**src/rtl/dmem_pkg.sv**
```systemverilog
// rtl/dmem_pkg.sv - shared variant codes, FSM states and size/extension helpers
package dmem_pkg;

   localparam logic [2:0] VAR_B  = 3'b000;
   localparam logic [2:0] VAR_H  = 3'b001;
   localparam logic [2:0] VAR_W  = 3'b010;
   localparam logic [2:0] VAR_HU = 3'b100;
   localparam logic [2:0] VAR_BU = 3'b101;

   typedef enum logic [1:0] {
      S_IDLE = 2'd0,
      S_XFER = 2'd1,
      S_LAST = 2'd2,
      S_DONE = 2'd3
   } state_t;

   function automatic logic [2:0] nbytes(input logic [2:0] v);
      case (v)
         VAR_B, VAR_BU: return 3'd1;
         VAR_H, VAR_HU: return 3'd2;
         default:       return 3'd4;
      endcase
   endfunction

   // Unknown variant codes fall through to a plain word.
   function automatic logic [31:0] extend(input logic [2:0] v, input logic [31:0] a);
      case (v)
         VAR_B:   return {{24{a[7]}}, a[7:0]};
         VAR_BU:  return {24'b0, a[7:0]};
         VAR_H:   return {{16{a[15]}}, a[15:0]};
         VAR_HU:  return {16'b0, a[15:0]};
         default: return a;
      endcase
   endfunction

endpackage

```
**src/rtl/dmem_arb_seq_if.sv**
```systemverilog
// rtl/dmem_arb_seq_if.sv - requester ports and byte-RAM bus of the data memory arbiter
interface dmem_arb_seq_if #(
   parameter int ADDR_W = 7
);
   logic              req0, req1;
   logic              we0, we1;
   logic [2:0]        var0, var1;
   logic [31:0]       addr0, addr1;
   logic [31:0]       wdata0, wdata1;
   logic              gnt0, gnt1;
   logic              done0, done1;
   logic [31:0]       rdata;
   logic              busy;
   logic [ADDR_W-1:0] mem_addr;
   logic              mem_we;
   logic [7:0]        mem_wdata;
   logic [7:0]        mem_rdata;

   modport slave (
      input  req0, req1, we0, we1, var0, var1, addr0, addr1, wdata0, wdata1, mem_rdata,
      output gnt0, gnt1, done0, done1, rdata, busy, mem_addr, mem_we, mem_wdata
   );

   modport master (
      output req0, req1, we0, we1, var0, var1, addr0, addr1, wdata0, wdata1, mem_rdata,
      input  gnt0, gnt1, done0, done1, rdata, busy, mem_addr, mem_we, mem_wdata
   );
endinterface

```
**src/rtl/dmem_rr_arb.sv**
```systemverilog
// rtl/dmem_rr_arb.sv - two-port round-robin arbiter with one-hot grant
module dmem_rr_arb (
   input  logic       clk,
   input  logic       reset_n,
   input  logic [1:0] req,
   input  logic       advance,
   output logic [1:0] grant
);
   logic prio1;

   // prio1 set means port 1 wins a tie; it flips to the loser on every grant.
   always_comb begin
      grant = 2'b00;
      if (req == 2'b11) grant = prio1 ? 2'b10 : 2'b01;
      else              grant = req;
   end

   always_ff @(posedge clk) begin
      if (!reset_n)     prio1 <= 1'b0;
      else if (advance) prio1 <= grant[0];
   end
endmodule

```
**src/rtl/dmem_arb_seq.sv**
```systemverilog
// rtl/dmem_arb_seq.sv - shares a byte RAM between two ports, sequencing big-endian multi-byte accesses
module dmem_arb_seq
   import dmem_pkg::*;
#(
   parameter int ADDR_W = 7
) (
   input  logic          clk,
   input  logic          reset_n,
   dmem_arb_seq_if.slave bus
);
   state_t            state, state_nx;
   logic [1:0]        arb_req, grant;
   logic              take;
   logic              owner, we_l;
   logic [2:0]        var_l;
   logic [31:0]       wdata_l, asm_q, rdata_q;
   logic [1:0]        k;
   logic [2:0]        n_l;
   logic              last_k;
   logic              mem_we_q;
   logic [ADDR_W-1:0] mem_addr_q;
   logic [7:0]        mem_wdata_q;
   logic              we_s;
   logic [2:0]        var_s;
   logic [31:0]       addr_s, wdata_s;
   logic              unused_addr_hi;

   function automatic logic [7:0] pick(input logic [31:0] d, input logic [2:0] n, input logic [1:0] idx);
      logic [1:0]  sel;
      logic [31:0] s;
      sel = 2'(n - 3'd1 - {1'b0, idx});
      s   = d >> {sel, 3'b000};
      return s[7:0];
   endfunction

   assign arb_req = (state == S_IDLE && reset_n) ? {bus.req1, bus.req0} : 2'b00;
   assign take    = |grant;

   dmem_rr_arb u_arb (
      .clk     (clk),
      .reset_n (reset_n),
      .req     (arb_req),
      .advance (take),
      .grant   (grant)
   );

   assign we_s    = grant[1] ? bus.we1    : bus.we0;
   assign var_s   = grant[1] ? bus.var1   : bus.var0;
   assign addr_s  = grant[1] ? bus.addr1  : bus.addr0;
   assign wdata_s = grant[1] ? bus.wdata1 : bus.wdata0;
   assign unused_addr_hi = ^{bus.addr0[31:ADDR_W], bus.addr1[31:ADDR_W]};

   assign n_l    = nbytes(var_l);
   assign last_k = (k == 2'(n_l - 3'd1));

   always_comb begin
      state_nx = state;
      case (state)
         S_IDLE:  if (take) state_nx = S_XFER;
         S_XFER:  if (last_k) state_nx = we_l ? S_DONE : S_LAST;
         S_LAST:  state_nx = S_DONE;
         S_DONE:  state_nx = S_IDLE;
         default: state_nx = S_IDLE;
      endcase
   end

   // mem_* are registered one cycle ahead: set up in the grant cycle, advanced during XFER.
   always_ff @(posedge clk) begin
      if (!reset_n) begin
         state       <= S_IDLE;
         owner       <= 1'b0;
         we_l        <= 1'b0;
         var_l       <= VAR_W;
         wdata_l     <= '0;
         k           <= '0;
         asm_q       <= '0;
         rdata_q     <= '0;
         mem_we_q    <= 1'b0;
         mem_addr_q  <= '0;
         mem_wdata_q <= '0;
      end else begin
         state <= state_nx;
         case (state)
            S_IDLE: if (take) begin
               owner       <= grant[1];
               we_l        <= we_s;
               var_l       <= var_s;
               wdata_l     <= wdata_s;
               k           <= '0;
               asm_q       <= '0;
               mem_addr_q  <= addr_s[ADDR_W-1:0];
               mem_we_q    <= we_s;
               mem_wdata_q <= pick(wdata_s, nbytes(var_s), 2'd0);
            end
            S_XFER: begin
               // The byte read for k-1 arrives while k is presented.
               if (k != 2'd0) asm_q <= {asm_q[23:0], bus.mem_rdata};
               if (last_k) begin
                  mem_we_q <= 1'b0;
               end else begin
                  k           <= k + 2'd1;
                  mem_addr_q  <= mem_addr_q + ADDR_W'(1);
                  mem_wdata_q <= pick(wdata_l, n_l, k + 2'd1);
               end
            end
            S_LAST: rdata_q <= extend(var_l, {asm_q[23:0], bus.mem_rdata});
            default: ;
         endcase
      end
   end

   // Gating with reset_n makes a mid-access reset stop writes in the very cycle it is asserted.
   assign bus.gnt0      = grant[0];
   assign bus.gnt1      = grant[1];
   assign bus.done0     = reset_n && state == S_DONE && !owner;
   assign bus.done1     = reset_n && state == S_DONE && owner;
   assign bus.busy      = reset_n && (state != S_IDLE || take);
   assign bus.rdata     = reset_n ? rdata_q : '0;
   assign bus.mem_we    = mem_we_q && reset_n;
   assign bus.mem_addr  = mem_addr_q;
   assign bus.mem_wdata = mem_wdata_q;
endmodule

```
**src/flat_wrapper.sv**
```systemverilog
// flat-port wrapper written by rule: the top's interface ports become plain ports
module dmem_arb_seq_flat import dmem_pkg::*;
#(
   parameter int ADDR_W = 7
)
  (clk, reset_n, bus_req0, bus_req1, bus_we0, bus_we1, bus_var0, bus_var1, bus_addr0, bus_addr1, bus_wdata0, bus_wdata1, bus_mem_rdata, bus_gnt0, bus_gnt1, bus_done0, bus_done1, bus_rdata, bus_busy, bus_mem_addr, bus_mem_we, bus_mem_wdata);
  dmem_arb_seq_if #(.ADDR_W(ADDR_W)) bus_i ();
  input  logic clk;
  input  logic reset_n;
  input wire logic [$bits(bus_i.req0)-1:0] bus_req0;
  input wire logic [$bits(bus_i.req1)-1:0] bus_req1;
  input wire logic [$bits(bus_i.we0)-1:0] bus_we0;
  input wire logic [$bits(bus_i.we1)-1:0] bus_we1;
  input wire logic [$bits(bus_i.var0)-1:0] bus_var0;
  input wire logic [$bits(bus_i.var1)-1:0] bus_var1;
  input wire logic [$bits(bus_i.addr0)-1:0] bus_addr0;
  input wire logic [$bits(bus_i.addr1)-1:0] bus_addr1;
  input wire logic [$bits(bus_i.wdata0)-1:0] bus_wdata0;
  input wire logic [$bits(bus_i.wdata1)-1:0] bus_wdata1;
  input wire logic [$bits(bus_i.mem_rdata)-1:0] bus_mem_rdata;
  output wire logic [$bits(bus_i.gnt0)-1:0] bus_gnt0;
  output wire logic [$bits(bus_i.gnt1)-1:0] bus_gnt1;
  output wire logic [$bits(bus_i.done0)-1:0] bus_done0;
  output wire logic [$bits(bus_i.done1)-1:0] bus_done1;
  output wire logic [$bits(bus_i.rdata)-1:0] bus_rdata;
  output wire logic [$bits(bus_i.busy)-1:0] bus_busy;
  output wire logic [$bits(bus_i.mem_addr)-1:0] bus_mem_addr;
  output wire logic [$bits(bus_i.mem_we)-1:0] bus_mem_we;
  output wire logic [$bits(bus_i.mem_wdata)-1:0] bus_mem_wdata;
  assign bus_i.req0 = bus_req0;
  assign bus_i.req1 = bus_req1;
  assign bus_i.we0 = bus_we0;
  assign bus_i.we1 = bus_we1;
  assign bus_i.var0 = bus_var0;
  assign bus_i.var1 = bus_var1;
  assign bus_i.addr0 = bus_addr0;
  assign bus_i.addr1 = bus_addr1;
  assign bus_i.wdata0 = bus_wdata0;
  assign bus_i.wdata1 = bus_wdata1;
  assign bus_i.mem_rdata = bus_mem_rdata;
  assign bus_gnt0 = bus_i.gnt0;
  assign bus_gnt1 = bus_i.gnt1;
  assign bus_done0 = bus_i.done0;
  assign bus_done1 = bus_i.done1;
  assign bus_rdata = bus_i.rdata;
  assign bus_busy = bus_i.busy;
  assign bus_mem_addr = bus_i.mem_addr;
  assign bus_mem_we = bus_i.mem_we;
  assign bus_mem_wdata = bus_i.mem_wdata;
  dmem_arb_seq #(.ADDR_W(ADDR_W)) u_core (.clk(clk), .reset_n(reset_n), .bus(bus_i));
endmodule
```
**config.mk**
```make
export PLATFORM = sky130hd
export DESIGN_NAME = dmem_arb_seq_flat
export DESIGN_NICKNAME = d
export VERILOG_FILES = /design/src/rtl/dmem_pkg.sv /design/src/rtl/dmem_arb_seq_if.sv /design/src/rtl/dmem_rr_arb.sv /design/src/rtl/dmem_arb_seq.sv /design/src/flat_wrapper.sv
export SDC_FILE = /design/constraint.sdc
export NUM_CORES = 1
export LEC_CHECK = 0
export BUFFER_PORTS_ARGS = -buffer_cell sky130_fd_sc_hd__buf_2
export CORE_ASPECT_RATIO = 0.6
export CORE_MARGIN = 3
export CORE_UTILIZATION = 30
export DETAILED_ROUTE_END_ITERATION = 7
export PLACE_DENSITY = 0.54
export SLEW_MARGIN = 0
export SYNTH_ARGS = -nofsm -noshare
export SYNTH_HDL_FRONTEND = slang
export SYNTH_SLANG_ARGS = --single-unit
export TNS_END_PERCENT = 5
```
**constraint.sdc**
```tcl
create_clock -name clk -period 3.5 [get_ports clk]
set_input_delay 0.35 -clock clk [delete_from_list [all_inputs] [get_ports clk]]
set_output_delay 0.35 -clock clk [all_outputs]
set_load 0.02 [all_outputs]
```
# Yosys cells after proc, flatten, opt, wreduce, memory -nomap -nowiden
# Cells that the tools add are included.
word_totals:
  regBits: 114
  output_inout_bits: 53
op_classes:
  add_sub_neg: 5
  n_eq_ne: 15
  n_shift: 2
  muxes: 33
  n_reduce_logical: 24
ops:
  columns: ["cell", "n"]
  rows:
  - ["32-bit case mux with 4 select lines", 1]
  - ["32-bit two-way mux", 2]
  - ["32-bit by 5-bit >> shifter with 8-bit output", 2]
  - ["24-bit two-way mux", 2]
  - ["24-bit case mux with 2 select lines", 1]
  - ["7-bit two-way mux", 3]
  - ["2-bit two-way mux", 10]
  - ["8-bit two-way mux", 2]
  - ["8-bit case mux with 2 select lines", 1]
  - ["7-bit case mux with 2 select lines", 1]
  - ["3-bit == test (second input constant)", 4]
  - ["2-bit case mux with 2 select lines", 3]
  - ["2-bit OR reduction", 5]
  - ["3-bit AND reduction", 3]
  - ["2-bit case mux with 4 select lines", 1]
  - ["7-bit by 1-bit adder with 7-bit output (second input constant)", 1]
  - ["2-bit == test (second input constant)", 3]
  - ["3-bit by 1-bit == test with 1-bit output (second input constant)", 2]
  - ["1-bit logical AND", 6]
  - ["3-bit logical NOT", 2]
  - ["2-bit by 1-bit != test with 1-bit output (second input constant)", 3]
  - ["2-bit nonzero test", 3]
  - ["1-bit two-way mux", 4]
  - ["2-bit AND reduction", 2]
  - ["other kinds (11)", 12]

# Depth between registers and ports, before layout
logic_depth:
  ltp_word: 16
  ltp_mapped: 13

# Hierarchy
# A second synthesis with hierarchy kept.
unflattened:
  cells_unflattened: 700
  hier_area_um2: 6172.2
modules_own_cells:
  columns: ["mod", "n_inst", "cells_each", "area_per_inst_um2", "seq_area_each_um2"]
  rows:
  - ["dmem_arb_seq", 1, 694, 6112.1, 2262.2]
  - ["dmem_rr_arb", 1, 6, 60.1, 20.0]

# Worst setup path before layout
# Ideal clock, no wire load.
synth_timing:
  path_kind: "register to register"
  startpoint: "reg u_core.var_l[0]"
  endpoint: "reg u_core.mem_wdata_q[7], in the netlist u_core.bus.mem_wdata[7]"
  arrival_time_ps: 2959
  t_required_ps: 3378
  setup_slack_ps: 419
  stages_incl_launch_ff: 14
  synth_period_minus_slack_ps: 3081
  cell_sequence: "dfxtp_1 xor2_1 or2_2 ha_1 buf_2 buf_1 nor3_1 ha_1 xnor2_1 xor2_2 buf_4 mux2i_1 o22ai_1 a311o_1"
synth_via:
  elab_chain_cells: 8
  word_cells_on_any_way: 15
synth_rtl:
  columns: ["item", "line", "rtl"]
  rows:
  - ["start: declaration", "dmem_arb_seq.sv:15", "logic [2:0] var_l;"]
  - ["start signal: assignment", "dmem_arb_seq.sv:87", "var_l <= var_s;"]
  - ["3-bit by 1-bit == test with 1-bit output, or another cell as far along", "dmem_pkg.sv:18", "case (v)"]
  - ["2-bit OR reduction", "dmem_pkg.sv:18", null]
  - ["2-bit case mux with 2 select lines (*)", "dmem_pkg.sv:18", null]
  - ["2-bit by 1-bit subtractor with 2-bit output (*)", "dmem_arb_seq.sv:31, dmem_arb_seq.sv:54", null]
  - ["2-bit subtractor", "dmem_arb_seq.sv:31", "sel = 2'(n - 3'd1 - {1'b0, idx});"]
  - ["32-bit by 5-bit >> shifter with 8-bit output", "dmem_arb_seq.sv:32", "s = d >> {sel, 3'b000};"]
  - ["8-bit two-way mux", "dmem_arb_seq.sv:98", "if (last_k) begin"]
  - ["8-bit case mux with 2 select lines", "dmem_arb_seq.sv:83", "case (state)"]
  - ["end signal: assignment", "dmem_arb_seq.sv:93", "mem_wdata_q <= pick(wdata_s, nbytes(var_s), 2'd0);"]
  - ["end signal: assignment", "dmem_arb_seq.sv:103", "mem_wdata_q <= pick(wdata_l, n_l, k + 2'd1);"]
  - ["end: declaration", "dmem_arb_seq.sv:22", "logic [7:0] mem_wdata_q;"]
# Every way passes the cells marked *; elsewhere a longest branch is shown, timed or not. The select of a mux whose other input is x is not followed.
# A chain may end at the register's enable or synchronous reset.

# Final worst setup path
layout_timing:
  startpoint: "reg u_core.state[0]"
  endpoint: "out bus_gnt1"
layout_via:
  elab_chain_cells: 5
layout_rtl:
  columns: ["item", "line", "rtl"]
  rows:
  - ["start: declaration", "dmem_arb_seq.sv:11", "state_t state, state_nx;"]
  - ["start signal: assignment", "dmem_arb_seq.sv:82", "state <= state_nx;"]
  - ["2-bit logical NOT (*)", null, null]
  - ["1-bit logical AND (*)", "dmem_arb_seq.sv:36", "assign arb_req = (state == S_IDLE && reset_n) ? {bus.req1, bus.req0} : 2'b00;"]
  - ["2-bit two-way mux (*)", "dmem_arb_seq.sv:36", null]
  - ["2-bit == test", "dmem_rr_arb.sv:14", "if (req == 2'b11) grant = prio1 ? 2'b10 : 2'b01;"]
  - ["2-bit two-way mux (*)", "dmem_rr_arb.sv:14", null]
  - ["end: declaration", "flat_wrapper.sv:22", "output wire logic [$bits(bus_i.gnt1)-1:0] bus_gnt1;"]
# Every way passes the cells marked *; elsewhere a longest branch is shown, timed or not.

==> key figures <==
Cells and area
  • Final net count: slightly above 1k
  • Proportion of layout cells with a drive suffix above 1: 24.9%
  • Fill cell instance count of the final layout: 1965
  • ANT cells: 0
  • Synth-to-layout area growth: 25.8%
  • Final instance count without filler cells: 1118

Clock network
  • Number of buffers on the longest clock path: 2
  • Number of buffers created by CTS: 17
  • Clock insertion delay at the later pin of the skew report: 0.41 ns
  • Cts-stage hold buffer count: 0
  • Count of buffers added by post-CTS timing repair for setup: 0
  • TritonCTS clock tree: done
  • Root cell of the clock tree: clkbuf_16
  • # H-tree levels: 4
  • Clk pin slew, worst setup/hold paths: 0.06 ns
  • CTS sink cnt: 114
  • Resize count post-CTS: 0

Worst setup path
  • Worst setup path class: register to output port
  • WP data arrival: 2.55 ns
  • Startpoint of the most critical register-to-register path: u_core.var_l[0]
  • Biggest fanout along the worst timing path: 32
  • Stages on worst setup path: 6
  • Critical Path Max Stage Delay: 0.46 ns
  • Bufs and invs on worst path: 3
  • Slowest cell on the critical path: ha_1
  • Delay-heaviest family, CP: buffers and inverters
  • Setup slack, reg-to-reg: 0.66 ns
  • R2R depth: 11
  • Kind of launch point of the worst setup path: register
  • Required arrival time at the worst endpoint: approximately 3.2 ns
  • Critical path capture point type: output port
  • Critical Path, Cell by Cell: inv_1 -> ha_1 -> nand3_1 -> or2_2 -> clkinv_2 -> buf_2
  • End of the worst register-to-register path: u_core.bus.mem_wdata[5]

Synthesis
  • Adder-Cell Fraction of Synth Area: 1.94%
  • Synthesis-stage register bit count: ~110
  • Most area-consuming cells after synthesis: dfxtp_1, nand2_1, mux2i_1
  • Part of the Yosys area used for sequential elements: around two fifths
  • Cell type contributing the most total cell area after synthesis: dfxtp_1
  • Post-synthesis compound-gate area fraction: 21.0%
  • Post-synthesis cell area: between 5000 and 6000 um^2
  • Syn_nets: 898
  • Flip-flop cell with the highest count after synthesis: dfxtp_1
  • Dominant combinational cell family by area after synthesis: simple AND/OR/NAND/NOR gates
  • YS warnings: 0
  • Top-area cell type share of the netlist area: 39.3%
  • Count of flip-flops with a built-in enable after synthesis: 0
  • Syn_area_per_cell: 7.84 um^2
  • Number of distinct library cell variants in the gate-level netlist after synthesis: 50
  • Xor and xnor fraction of the mapped netlist area: around 1.6%
  • Simple-gate share of the synthesized area: 22.3%
  • Mux share of post-synthesis cell area: 8.64%
  • Top-count cell post-synth: nand2_1
  • Top cells by instance count after synthesis: nand2_1, dfxtp_1, a21oi_1
  • Gate count after technology mapping: 741
  • Asr flop ratio synth: 0%

STA
  • Portion of the clock cycle consumed by the worst path in the final layout: roughly 83%
  • Final setup violating endpoints: 0
  • Setup TNS Final: 0 ns
  • Clock period minus worst slack: 2.90 ns
  • Final Max Slew Viols: 0
  • Setup repair after global routing missed its margin: no
  • Hold violation count in the final report: 0
  • Max frequency: roughly 0.35 GHz
  • Largest clock skew in the final design: approximately 0.012 ns
  • Remaining max-slew budget at the tightest pin: 39.4%
  • Tightest Pin Transition: 0.908 ns
  • Fin worst setup slack: approximately 0.60 ns
  • Hold WS: 0.200 ns

Detailed routing
  • Initial DRT Pass Iterations: 5
  • Total via count after detailed routing: 5760
  • Average wire per standard cell: 17.5 um
  • Count of unresolved DRC violations after routing: 0
  • Number of violations reported at the end of detailed-routing iteration 0: 428
  • Number of vias per cell: 5.15
  • Drt total wl: 19600 um
  • Count of nets left with antenna violations after detail routing: 0

Worst hold path
  • Number of cells traversed by the worst hold path: 3
  • Worst hold start: bus_wdata1[17]
  • Worst Hold Endpoint: u_core.wdata_l[17]
  • Hold crit path type: input pin to register

Pwr
  • Power density over cell area: slightly below 800 nW/um^2
  • IR drop worst, VDD: 0.395 mV
  • Post-layout power: 0.00566 W
  • Static Leakage: 3.12 nW

Global routing
  • Largest net degree at the start of global routing: 78
  • Via count of the first global-routing pass: 5398
  • Wire length of the first global-routing pass: 30800 um
  • Overall overflow remaining after global route: 0
  • Number of antenna violations at the first check in global routing: 0
  • Overall routing resource usage: 18.7%

Floorplanning
  • Starting utilization of the core area: 31.3%
  • Placement row count: 38
  • Core outline area: between 15000 and 20000 um^2
  • I/O pins: 201
  • DIE WIDTH: 186 um
  • Die Outline Area: 21100 um^2
  • Chip height: ~110 um

Run
  • Number of max-cap violations: 0

Outcome
  • Result of the run: finished, final reports clean

Place
  • Post-detail-place hpwl: 13900 um
  • Routability congestion estimate: 0.789
  • Worst setup slack before clock tree synthesis: 0.653 ns
  • Count of buffers from port buffering: 150
  • # placed instances: between 1k and 1.5k
[state kept, by name, summed over array words and instances (netlist names)]
register              flops
u_core.rdata_q           32
u_core.wdata_l           32
u_core.asm_q             24
u_core.bus.mem_wdata      8
u_core.bus.mem_addr       7
u_core.var_l              3
u_core.k                  2
u_core.state              2
u_core.mem_we_q           1
u_core.owner              1
u_core.u_arb.prio1        1
u_core.we_l               1
[worst max-delay path by stage]
stage	endpoint	startpoint	slack [ns]
final	bus_gnt1	u_core.state[0]	0.60
after global routing	u_core.bus.mem_wdata[2]	u_core.var_l[0]	0.39
after CTS	bus_gnt1	u_core.state[0]	0.59
after detailed placement	u_core.bus.mem_wdata[7]	u_core.var_l[0]	0.65
after global placement	u_core.bus.mem_wdata[7]	u_core.var_l[0]	0.70
after floorplan	u_core.bus.mem_wdata[7]	u_core.var_l[0]	0.42
[cell type report]
| cell class | instances | area [um^2] | area share (%) |
|---|---|---|---|
| clock buffer | 20 | 467 | 6.39 |
| sequential | 114 | 2280 | 31.2 |
| clock inverter | 10 | 86.3 | 1.18 |
| multi-input combinational | 558 | 3230 | 44.3 |
| tap | 240 | 300 | 4.11 |
| timing repair buffer | 166 | 896 | 12.3 |
| inverter | 10 | 38.8 | 0.531 |
[per-layer routing]
| layer | vias to the layer above | wire, um | global-route usage [%] |
|---|---|---|---|
| li1 | 2847 | - | - |
| met1 | 2707 | 10800 | 31.3 |
| met2 | 198 | 7330 | 23.4 |
| met3 | 8 | 1380 | 3.92 |
| met4 | 0 | 86 | 3.97 |
| met5 | - | 0 | 0 |
[worst register-to-register path: cells and delay by family, from the launching register on]
family          cells  cell delay, ns
compound gates      2            0.45
xor+xnor            3            0.55
fa+ha+maj           2            0.40
buf+inv             1            0.28
flops               1            0.35
mux                 1            0.22
simple gates        2            0.50
[power breakdown]
| part | total [W] | switching [W] | internal (W) |
|---|---|---|---|
| clock network | 0.00164 | 0.000623 | 0.00102 |
| registers | 0.00182 | 0.000197 | 0.00162 |
| logic | 0.00220 | 0.00143 | 0.000768 |
[cell usage in the layout (no fill, tap or decap), types with 3 or more instances in the layout]
cell / count
o21ai_0: 52
ha_1: 9
clkbuf_16: 17
nor2_1: 59
nor3_1: 4
and2_1: 33
o211ai_1: 3
clkinvlp_4: 3
nand3_1: 38
mux2i_1: 37
dfxtp_1: 114
nand2b_1: 4
a311o_1: 8
buf_2: 150
o32a_1: 5
buf_4: 14
mux2_2: 9
a21oi_1: 70
clkbuf_8: 3
inv_1: 8
nand2_1: 155
a311oi_1: 35
xnor2_1: 3
clkinv_2: 6
[cells by family (layout without fill, tap and decap cells)]
| kind of cell | after synthesis | after routing |
|---|---|---|
| xor+xnor | 8 | 8 |
| buf+inv | 69 | 206 |
| flops | 114 | 114 |
| fa+ha+maj | 9 | 9 |
| simple gates | 300 | 300 |
| mux | 48 | 48 |
| compound gates | 193 | 193 |
[stage by stage]
| stage | area (um^2) | util [%] |
|---|---|---|
| 2_1_floorplan | 5810 | - |
| 3_3_place_gp | 6750 | 36.4 |
| 3_5_place_dp | 6750 | 36.4 |
| 4_1_cts | 7300 | 39.4 |
| 5_1_grt | 7300 | 39.4 |
| 6_report | 7300 | 39.4 |
Power figures use the tool's default switching activity.
